**config.mk**
```make
export PLATFORM = sky130hd
export DESIGN_NAME = mem_port_arbiter
export DESIGN_NICKNAME = d
export VERILOG_FILES = /design/src/rtl/mem_port_arbiter_pkg.sv /design/src/rtl/arb_starve_counter.sv /design/src/rtl/mem_port_arbiter.sv
export SDC_FILE = /design/constraint.sdc
export NUM_CORES = 1
export LEC_CHECK = 0
export CAP_MARGIN = 20
export CORE_AREA = 2 2 106 108
export CTS_BUF_LIST = sky130_fd_sc_hd__clkbuf_4
export DETAILED_ROUTE_END_ITERATION = 10
export DIE_AREA = 0 0 108 110
export DONT_BUFFER_PORTS = 1
export PLACE_DENSITY = 0.73
export SYNTH_ARGS = -nofsm -noshare
export SYNTH_HDL_FRONTEND = slang
export SYNTH_SLANG_ARGS = --single-unit
```
**constraint.sdc**
```tcl
create_clock -name clk -period 1.75 [get_ports clk]
set_input_delay 0.2625 -clock clk [delete_from_list [all_inputs] [get_ports clk]]
set_output_delay 0.2625 -clock clk [all_outputs]
set_load 0.02 [all_outputs]
```
**src/rtl/mem_port_arbiter_pkg.sv**
```systemverilog
// Shared types and constants for the IF/MEM unified-memory arbiter.
// Imported by the arbiter top and its starvation counter.
package mem_port_arbiter_pkg;

  localparam int ADDR_W_DEF     = 32;
  localparam int DATA_W_DEF     = 32;
  localparam int STARVE_MAX_DEF = 4;
  localparam int STARVE_W       = 4;

  typedef enum logic [1:0] {
    IDLE   = 2'd0,
    BUSY_I = 2'd1,
    BUSY_D = 2'd2
  } arb_state_t;

  localparam logic PORT_I = 1'b0;
  localparam logic PORT_D = 1'b1;

  // Data wins ties unless IF has already been passed over STARVE_MAX times.
  function automatic logic pick_port(input logic i_elig, input logic d_elig,
                                     input logic at_max);
    if (d_elig && !(i_elig && at_max)) return PORT_D;
    return PORT_I;
  endfunction

endpackage

```
**src/rtl/arb_starve_counter.sv**
```systemverilog
// Saturating counter of data grants issued while IF was waiting.
// Clear has priority over increment.
module arb_starve_counter
  import mem_port_arbiter_pkg::*;
#(
  parameter int MAX = STARVE_MAX_DEF
) (
  input  logic                clk,
  input  logic                reset,
  input  logic                clr,
  input  logic                inc,
  output logic [STARVE_W-1:0] cnt,
  output logic                at_max
);

  localparam logic [STARVE_W-1:0] MAX_V = STARVE_W'(MAX);

  logic [STARVE_W-1:0] cnt_q, cnt_d;

  always_comb begin
    cnt_d = cnt_q;
    if (clr) begin
      cnt_d = '0;
    end else if (inc && (cnt_q != MAX_V)) begin
      cnt_d = cnt_q + 1'b1;
    end
  end

  always_ff @(posedge clk or negedge reset) begin
    if (!reset) cnt_q <= '0;
    else        cnt_q <= cnt_d;
  end

  assign cnt    = cnt_q;
  assign at_max = (cnt_q == MAX_V);

endmodule

```
**src/rtl/mem_port_arbiter.sv**
```systemverilog
// Serialises IF fetches and MEM-stage loads/stores onto one single-port memory.
// Data has priority; a starvation counter forces IF through after STARVE_MAX data grants.
module mem_port_arbiter
  import mem_port_arbiter_pkg::*;
#(
  parameter int ADDR_W     = ADDR_W_DEF,
  parameter int DATA_W     = DATA_W_DEF,
  parameter int STARVE_MAX = STARVE_MAX_DEF
) (
  input  logic                clk,
  input  logic                reset,
  input  logic                i_req,
  input  logic [ADDR_W-1:0]   i_addr,
  input  logic                i_kill,
  output logic [DATA_W-1:0]   i_rdata,
  output logic                i_ack,
  input  logic                d_req,
  input  logic                d_we,
  input  logic [ADDR_W-1:0]   d_addr,
  input  logic [DATA_W-1:0]   d_wdata,
  input  logic [DATA_W/8-1:0] d_wstrb,
  output logic [DATA_W-1:0]   d_rdata,
  output logic                d_ack,
  output logic                if_stall,
  output logic                mem_stall,
  output logic                mem_req,
  output logic                mem_we,
  output logic [ADDR_W-1:0]   mem_addr,
  output logic [DATA_W-1:0]   mem_wdata,
  output logic [DATA_W/8-1:0] mem_wstrb,
  input  logic [DATA_W-1:0]   mem_rdata,
  input  logic                mem_ready
);

  arb_state_t          state_q, state_d;
  logic                kill_pend_q, kill_pend_d;
  logic                mem_req_q, mem_req_d;
  logic                mem_we_q, mem_we_d;
  logic [ADDR_W-1:0]   mem_addr_q, mem_addr_d;
  logic [DATA_W-1:0]   mem_wdata_q, mem_wdata_d;
  logic [DATA_W/8-1:0] mem_wstrb_q, mem_wstrb_d;
  logic [DATA_W-1:0]   i_rdata_q, i_rdata_d;
  logic [DATA_W-1:0]   d_rdata_q, d_rdata_d;
  logic                i_ack_q, i_ack_d;
  logic                d_ack_q, d_ack_d;

  logic                i_elig, d_elig;
  logic                grant_i, grant_d;
  logic                starve_clr, starve_inc, starve_at_max;
  logic [STARVE_W-1:0] starve_cnt;

  assign i_elig = i_req & ~i_ack_q & ~i_kill;
  assign d_elig = d_req & ~d_ack_q;

  always_comb begin
    state_d     = state_q;
    kill_pend_d = kill_pend_q;
    mem_req_d   = mem_req_q;
    mem_we_d    = mem_we_q;
    mem_addr_d  = mem_addr_q;
    mem_wdata_d = mem_wdata_q;
    mem_wstrb_d = mem_wstrb_q;
    i_rdata_d   = i_rdata_q;
    d_rdata_d   = d_rdata_q;
    i_ack_d     = 1'b0;
    d_ack_d     = 1'b0;
    grant_i     = 1'b0;
    grant_d     = 1'b0;

    case (state_q)
      IDLE: begin
        if (i_elig || d_elig) begin
          if (pick_port(i_elig, d_elig, starve_at_max) == PORT_D) grant_d = 1'b1;
          else                                                    grant_i = 1'b1;
        end
        if (grant_d) begin
          state_d     = BUSY_D;
          mem_req_d   = 1'b1;
          mem_we_d    = d_we;
          mem_addr_d  = d_addr;
          mem_wdata_d = d_wdata;
          mem_wstrb_d = d_wstrb;
        end else if (grant_i) begin
          state_d     = BUSY_I;
          mem_req_d   = 1'b1;
          mem_we_d    = 1'b0;
          mem_addr_d  = i_addr;
          mem_wdata_d = '0;
          mem_wstrb_d = '0;
        end
      end
      BUSY_I: begin
        if (i_kill) kill_pend_d = 1'b1;
        if (mem_ready) begin
          state_d     = IDLE;
          mem_req_d   = 1'b0;
          kill_pend_d = 1'b0;
          // A flushed fetch still drains from memory but its result is dropped.
          if (!(kill_pend_q || i_kill)) begin
            i_ack_d   = 1'b1;
            i_rdata_d = mem_rdata;
          end
        end
      end
      BUSY_D: begin
        if (mem_ready) begin
          state_d   = IDLE;
          mem_req_d = 1'b0;
          mem_we_d  = 1'b0;
          d_ack_d   = 1'b1;
          if (!mem_we_q) d_rdata_d = mem_rdata;
        end
      end
      default: state_d = IDLE;
    endcase
  end

  assign starve_clr = grant_i | ~i_req;
  assign starve_inc = grant_d & i_req & ~i_kill;

  arb_starve_counter #(.MAX(STARVE_MAX)) u_starve (
    .clk    (clk),
    .reset  (reset),
    .clr    (starve_clr),
    .inc    (starve_inc),
    .cnt    (starve_cnt),
    .at_max (starve_at_max)
  );

  always_ff @(posedge clk or negedge reset) begin
    if (!reset) begin
      state_q     <= IDLE;
      kill_pend_q <= 1'b0;
      mem_req_q   <= 1'b0;
      mem_we_q    <= 1'b0;
      mem_addr_q  <= '0;
      mem_wdata_q <= '0;
      mem_wstrb_q <= '0;
      i_rdata_q   <= '0;
      d_rdata_q   <= '0;
      i_ack_q     <= 1'b0;
      d_ack_q     <= 1'b0;
    end else begin
      state_q     <= state_d;
      kill_pend_q <= kill_pend_d;
      mem_req_q   <= mem_req_d;
      mem_we_q    <= mem_we_d;
      mem_addr_q  <= mem_addr_d;
      mem_wdata_q <= mem_wdata_d;
      mem_wstrb_q <= mem_wstrb_d;
      i_rdata_q   <= i_rdata_d;
      d_rdata_q   <= d_rdata_d;
      i_ack_q     <= i_ack_d;
      d_ack_q     <= d_ack_d;
    end
  end

  assign i_rdata   = i_rdata_q;
  assign i_ack     = i_ack_q;
  assign d_rdata   = d_rdata_q;
  assign d_ack     = d_ack_q;
  assign mem_req   = mem_req_q;
  assign mem_we    = mem_we_q;
  assign mem_addr  = mem_addr_q;
  assign mem_wdata = mem_wdata_q;
  assign mem_wstrb = mem_wstrb_q;
  assign if_stall  = i_req & ~i_ack_q;
  assign mem_stall = d_req & ~d_ack_q;

endmodule

```
==> results of run 1 <==
==> per-stage QoR <==
step / utilization / cell area [um2] / setup slack [ns]
detailed placement: 0.576 / 6160 / -0.0101
global placement: 0.576 / 6160 / 0.0382
floorplan: - / 5890 / -0.0311
==> cells in the mapped netlist <==
cell and n:
a2111oi_0 1, a211oi_1 4, a211oi_4 1, a21oi_1 3, a21oi_2 1, a221o_1 32, a22o_1 36, a311oi_1 1
a31oi_1 2, and2_1 1, and3b_1 2, buf_2 11, buf_6 4, clkbuf_1 18, dfrtp_1 143, ha_1 6
inv_1 11, mux2_1 2, mux2_2 63, mux2i_1 1, nand2_1 1, nand2b_1 3, nand3b_1 2, nand4_1 3
nand4bb_1 1, nor2_1 1, nor2b_1 2, nor3_1 2, nor3b_2 1, o211a_1 32, o21ai_0 1, o21ai_1 1
o22ai_1 1, o31ai_1 3, o32ai_1 2, o41ai_1 1, or3b_1 1, or4_1 2
==> cell families after synthesis <==
family	count (synthesis)	synth area share
adder cells (fa/ha/maj)	6	0.0128
multiplexers	66	0.126
AO/OA/AOI/OAI	122	0.191
flip-flops	143	0.608
buffers and inverters	44	0.0355
AND/OR/NAND/NOR	22	0.0262
==> results.sh, run 1 <==
export IMPL_htree_levels=4
export IMPL_post_cts_setup_buffer_count=1
export IMPL_cts_resized=5
export IMPL_yosysSeqAreaShare=0.608
export IMPL_syn_nets=548
export IMPL_synth_top_area_frac=0.608
export IMPL_syn_area_mm2=0.00588
export IMPL_synth_seq_cells=143
export IMPL_io_pins=277
export IMPL_gp_congestion=0.800
export IMPL_start_util=0.550
export IMPL_lastStage="4_1_cts"
export IMPL_synth_distinct_cells=38
export IMPL_status="stopped before the end"
export IMPL_die_x_um=108
export IMPL_die_h_um=110
export IMPL_syn_inst=403
export IMPL_dp_cells=531
export IMPL_synthTopCellsByArea="dfrtp_1 (61%), mux2_2 (12%), a221o_1 (5.4%)"
export IMPL_yosys_warnings=0
export IMPL_numCtsBuffers=17
export IMPL_portBuffers=0
export IMPL_cts_sinks=143
export IMPL_dp_hpwl_um=9450
export IMPL_clock_path_buffers=2
export IMPL_syn_area_per_cell_um2=14.6
export IMPL_firstError="[ERROR RSZ-0060] Max buffer count reached."
export IMPL_yosysTopAreaCell="dfrtp_1"
export IMPL_cts_hold_buffers=114
export IMPL_cts_root_buffer="clkbuf_4"
export IMPL_fp_row_count=38
==> inputs of run 2 (changes only) <==
Settings changed: CORE_AREA 2 2 106 108 to unset, CORE_UTILIZATION set to 40, CTS_BUF_LIST sky130_fd_sc_hd__clkbuf_4 to unset, DIE_AREA 0 0 108 110 to unset, PLACE_DENSITY 0.73 to unset, PLACE_DENSITY_LB_ADDON set to 0.15.
Clock period 1.75 ns to 2.27 ns, I/O delays scaled along.
==> run 2 against run 1 <==
Net effect: the flow now finishes, with violations (hold timing); area after synthesis unchanged; synthesized cell count unchanged.
==> results.sh, run 2 <==
export IMPL_yosysSeqAreaShare=0.608
export IMPL_yosysMostFrequentCell="dfrtp_1"
export IMPL_io_pins=277
export IMPL_antenna_found_initial=0
export IMPL_syn_area_per_cell_um2=14.6
export IMPL_start_util=0.417
export IMPL_final_cells=594
export IMPL_critical_path_top_delay_family="simple AND/OR/NAND/NOR gates"
export IMPL_num_vias=3649
export IMPL_cap_violations=0
export IMPL_cp_slowest_cell="or4_1"
export IMPL_dp_hpwl_um=9540
export IMPL_crit_chain="inv_1 -> ha_1 -> nand3b_1 -> or4_1 -> a211oi_1"
export IMPL_gp_congestion=0.741
export IMPL_syn_nets=548
export IMPL_whs_ns=-0.381
export IMPL_endpoint_kind="register"
export IMPL_arrival_ns=2.28
export IMPL_die_h_um=123
export IMPL_dr_pass1_iters=4
export IMPL_cts_hold_buffers=1
export IMPL_cts_sinks=143
export IMPL_slew_viol_final=0
export IMPL_max_freq_ghz=0.509
export IMPL_layout_nets=546
export IMPL_wl_um=14100
export IMPL_tightest_slew_ns=0.430
export IMPL_p_per_area_mw_per_mm2=1620
export IMPL_htree_levels=4
export IMPL_rsz0062_at_grt="no"
export IMPL_fp_row_count=43
export IMPL_crit_fanout=9
export IMPL_cts_resized=0
export IMPL_syn_area_mm2=0.00588
export IMPL_finalHoldViolCount=143
export IMPL_status="finished, violations left"
export IMPL_crit_required_ns=2.59
export IMPL_layout_commonest_cell="dfrtp_1"
export IMPL_die_x_um=123
export IMPL_avgViaCountPerCell=6.14
export IMPL_drt_wirelength_per_cell_um=23.8
export IMPL_vdd_drop_max_v=0.000700
export IMPL_diodes=0
export IMPL_clk_pin_slew_ns=0.06
export IMPL_insertion_delay_ns=0.41
export IMPL_cp_start_kind="register"
export IMPL_die_area_mm2=0.0152
export IMPL_drc=0
export IMPL_ant_nets=0
export IMPL_layout_common_cells="dfrtp_1 (143), mux2_2 (63), a22o_1 (36), o211a_1 (32), a221o_1 (32)"
export IMPL_synth_seq_cells=143
export IMPL_syn_inst=403
export IMPL_grt_pass1_vias=3760
export IMPL_portBuffers=0
export IMPL_period_needed_ns=1.96
export IMPL_yosys_warnings=0
export IMPL_coreArea_mm2=0.0141
export IMPL_syn2layout_area_growth_pct=13.7
export IMPL_grt_pass1_wl_um=20400
export IMPL_cts_root_buffer="clkbuf_16"
export IMPL_criticalPathCategory="register to register"
export IMPL_clock_path_buffers=2
export IMPL_synth_distinct_cells=38
export IMPL_fin_crit_sh=0.865
export IMPL_grt_max_degree=144
export IMPL_synth_edf_count=0
export IMPL_yosys_top_cells_count="dfrtp_1 (143), mux2_2 (63), a22o_1 (36)"
export IMPL_drtIter0Drc=175
export IMPL_cpPeakStageDelay_ns=0.44
export IMPL_path_buf_inv=1
export IMPL_grt_ovfl_total=0
export IMPL_setup_viol=0
export IMPL_hold_class="primary input to async pin"
export IMPL_cts_tree="yes"
export IMPL_numCtsBuffers=17
export IMPL_synthTopCellsByArea="dfrtp_1 (61%), mux2_2 (12%), a221o_1 (5.4%)"
export IMPL_yosysTopAreaCell="dfrtp_1"
export IMPL_grt_usage=0.180
export IMPL_relSlewSlack=0.712
export IMPL_ys_flop_type="dfrtp_1"
export IMPL_n_fill_cell=1273
export IMPL_finalPower_mw=10.9
export IMPL_dp_cells=561
export IMPL_synth_top_area_frac=0.608
export IMPL_leakagePower_nw=3.12
export IMPL_final_setup_skew_ns=0.00673
export IMPL_violations="hold timing"
export IMPL_async_flop_share=1.00
export IMPL_post_cts_setup_buffer_count=0
export IMPL_tns_ns=0
export IMPL_drive_gt1_frac=0.263
## run 2: cell counts after synthesis
No cell type changed its count.
## run 2: kinds of logic after synthesis
family                     count (synthesis)  synth area share
DFF                                      143             0.608
AOI/OAI and AO/OA                        122             0.191
buffers and inverters                     44            0.0355
muxes                                     66             0.126
adders and majority gates                  6            0.0128
and+or+nand+nor                           22            0.0262
## run 2: layout make-up
| class | count | area, um2 | area share |
|---|---|---|---|
| clock buffers | 21 | 460 | 0.0688 |
| well taps | 180 | 225 | 0.0337 |
| multi-input cells | 216 | 2110 | 0.316 |
| clock inverters | 11 | 106 | 0.0159 |
| flip-flops and latches | 143 | 3580 | 0.535 |
| inverters | 11 | 41.3 | 0.00617 |
| repair buffers | 12 | 168 | 0.0251 |
## run 2: per-layer routing
layer | GRT usage | vias up | share of wire
li1 | - | 1554 | -
met1 | 0.198 | 1853 | 0.36
met2 | 0.285 | 217 | 0.48
met3 | 0.0936 | 25 | 0.14
met4 | 0.0889 | 0 | 0.023
met5 | 0 | - | 0
## run 2: stage by stage
step	area (um2)	hold slack (ns)	setup slack [ns]	utilization
after floorplan	5880	0.0449	0.444	-
after global placement	6110	0.0483	0.366	0.434
after detailed placement	6110	0.0481	0.312	0.434
after CTS	6690	-0.408	0.269	0.475
after global routing	6690	-0.408	0.139	0.475
final	6690	-0.381	0.306	0.475
## run 2: worst reg2reg max path: stages, from the launching register on
cell	delay [ns]
dfrtp_1	0.40
inv_1	0.11
ha_1	0.41
nand3b_1	0.25
or4_1	0.44
a211oi_1	0.25
## run 2: power breakdown
group | total (mW) | internal [mW] | switching, mW
Combinational | 2.22 | 1.29 | 0.934
Clock | 2.64 | 1.57 | 1.07
Sequential | 6.00 | 3.71 | 2.30
## run 2: path summary, 6_finish.rpt
kind	end	startpoint	cells past startpoint	slack, ns
worst max-delay path	u_starve.cnt[2]	state_q[0]	5	0.31
worst min-delay path	i_rdata[12]	reset	0	-0.38
worst max register to register	u_starve.cnt[2]	state_q[0]	5	0.31
worst min register to register	kill_pend_q	kill_pend_q	2	0.55
max in group asynchronous	mem_addr[11]	reset	0	2.50
min in group clk	mem_wstrb[2]	d_wstrb[2]	1	0.06
No activity file was read; power rests on OpenSTA's default activity.
==> inputs of run 3 (changes only) <==
Settings changed: CTS_CLUSTER_SIZE set to 12.
==> results of run 3 <==
No change in the layout: final DEF, timing and power equal those of run 2.
==> inputs of run 4 (changes only) <==
Settings changed: CAP_MARGIN 20 to unset, DONT_BUFFER_PORTS 1 to unset.
==> run 4 against run 3 <==
Net effect: non-clock buffer count is 281 higher; sequential share of layout area is 16 points lower; global-route usage is 4.6 points higher; die area stayed put; the run now ends clean.
==> results.sh, run 4 (synthesis results as in run 2) <==
export IMPL_tightest_slew_ns=0.395
export IMPL_dp_cells=842
export IMPL_drc=0
export IMPL_rsz0062_at_grt="no"
export IMPL_io_pins=277
export IMPL_start_util=0.417
export IMPL_grt_pass1_wl_um=25900
export IMPL_fin_area_mm2=0.00961
export IMPL_clock_path_buffers=2
export IMPL_crit_required_ns=1.93
export IMPL_drt_wirelength_per_cell_um=19.7
export IMPL_portBuffers=276
export IMPL_r2r_cells=5
export IMPL_crit_path_end="if_stall"
export IMPL_setup_slack_ns=0.151
export IMPL_num_vias=4685
export IMPL_pre_cts_ws_ns=0.0440
export IMPL_criticalPathCategory="primary input to primary output"
export IMPL_grt_max_degree=70
export IMPL_dr_pass1_iters=4
export IMPL_antenna_found_initial=0
export IMPL_final_cells=875
export IMPL_tns_ns=0
export IMPL_avgViaCountPerCell=5.35
export IMPL_post_dp_cell_area_mm2=0.00894
export IMPL_htree_levels=4
export IMPL_crit_fanout=5
export IMPL_cap_violations=0
export IMPL_cts_root_buffer="clkbuf_16"
export IMPL_final_core_util=0.682
export IMPL_post_cts_setup_buffer_count=0
export IMPL_drive_gt1_frac=0.163
export IMPL_diodes=0
export IMPL_grt_usage=0.226
export IMPL_coreArea_mm2=0.0141
export IMPL_layout_commonest_cell="clkdlybuf4s50_1"
export IMPL_r2r_slack_ns=0.31
export IMPL_grt_pass1_vias=4830
export IMPL_die_h_um=123
export IMPL_vdd_drop_max_v=0.000772
export IMPL_leakagePower_nw=4.27
export IMPL_cts_tree="yes"
export IMPL_die_x_um=123
export IMPL_gp_congestion=0.759
export IMPL_slew_viol_final=0
export IMPL_p_per_area_mw_per_mm2=1440
export IMPL_layout_common_cells="clkdlybuf4s50_1 (275), dfrtp_1 (143), mux2_2 (63), a22o_1 (36)"
export IMPL_layout_nets=827
export IMPL_relSlewSlack=0.737
export IMPL_cp_start_kind="primary input"
export IMPL_setup_viol=0
export IMPL_crit_reg2reg_launch="state_q[0]"
export IMPL_final_setup_skew_ns=0.00951
export IMPL_n_fill_cell=1042
export IMPL_hold_class="primary input to async pin"
export IMPL_cts_resized=0
export IMPL_fin_crit_sh=0.933
export IMPL_clk_pin_slew_ns=0.06
export IMPL_period_needed_ns=2.12
export IMPL_dp_hpwl_um=12200
export IMPL_numCtsBuffers=17
export IMPL_cts_sinks=143
export IMPL_arrival_ns=1.78
export IMPL_fp_row_count=43
export IMPL_insertion_delay_ns=0.41
export IMPL_syn2layout_area_growth_pct=63.3
export IMPL_ant_nets=0
export IMPL_endpoint_kind="primary output"
export IMPL_drtIter0Drc=247
export IMPL_cts_hold_buffers=1
export IMPL_finalHoldViolCount=0
export IMPL_wl_um=17200
export IMPL_timing_rr_end="u_starve.cnt[2]"
export IMPL_crit_path_start="i_req"
export IMPL_die_area_mm2=0.0152
export IMPL_status="completed"
export IMPL_max_freq_ghz=0.472
export IMPL_grt_ovfl_total=0
## run 4: changes by cell type in the layout (fill, tap and decap cells not counted), sizes merged
cell / before / now
buf: 11 / 17
bufinv: 1 / 5
clkbuf: 21 / 24
clkdlybuf4s50: 0 / 275
clkinv: 4 / 2
clkinvlp: 3 / 0
inv: 14 / 12
## run 4: per-layer routing
layer / track usage / vias to the layer above / part of all wire
met5: 0 / - / 0
met4: 0.0979 / 0 / 0.027
met3: 0.0821 / 35 / 0.094
met2: 0.370 / 210 / 0.48
met1: 0.268 / 2318 / 0.40
li1: - / 2122 / -
## run 4: area by class of cell
type                    count  area [um2]  share of cell area
flip-flops and latches    143        3580               0.372
repair buffers            293        2990               0.312
multi-input cells         216        2110               0.220
inverters                  11        41.3             0.00430
well taps                 180         225              0.0234
clock inverters             8         176              0.0184
clock buffers              24         482              0.0501
## run 4: worst max-delay path: stages
cell and delay, ns:
clkdlybuf4s50_1 0.48, buf_4 0.13, inv_1 0.08, nor2_1 0.12, clkdlybuf4s50_1 0.63
## run 4: how the worst min path moves through the flow
stage,start,end,cells after the start
floorplan,reset,d_ack,0
global placement,reset,d_rdata[20],1
detailed placement,reset,i_rdata[20],1
CTS,reset,d_rdata[20],2
global route,reset,i_rdata[20],2
finish,reset,i_rdata[18],2
## run 4: through the flow
stage | power, mW | hold WS [ns]
2_1_floorplan | 7.53 | 0.0449
3_3_place_gp | 10.6 | 0.268
3_5_place_dp | 10.8 | 0.278
4_1_cts | 14.0 | 0.395
5_1_grt | 14.5 | 0.428
6_report | 13.8 | 0.402
## run 4: where the power goes
| part | switching [mW] | internal (mW) |
|---|---|---|
| Clock | 1.02 | 2.05 |
| Sequential | 0.620 | 3.71 |
| Combinational | 3.05 | 3.36 |
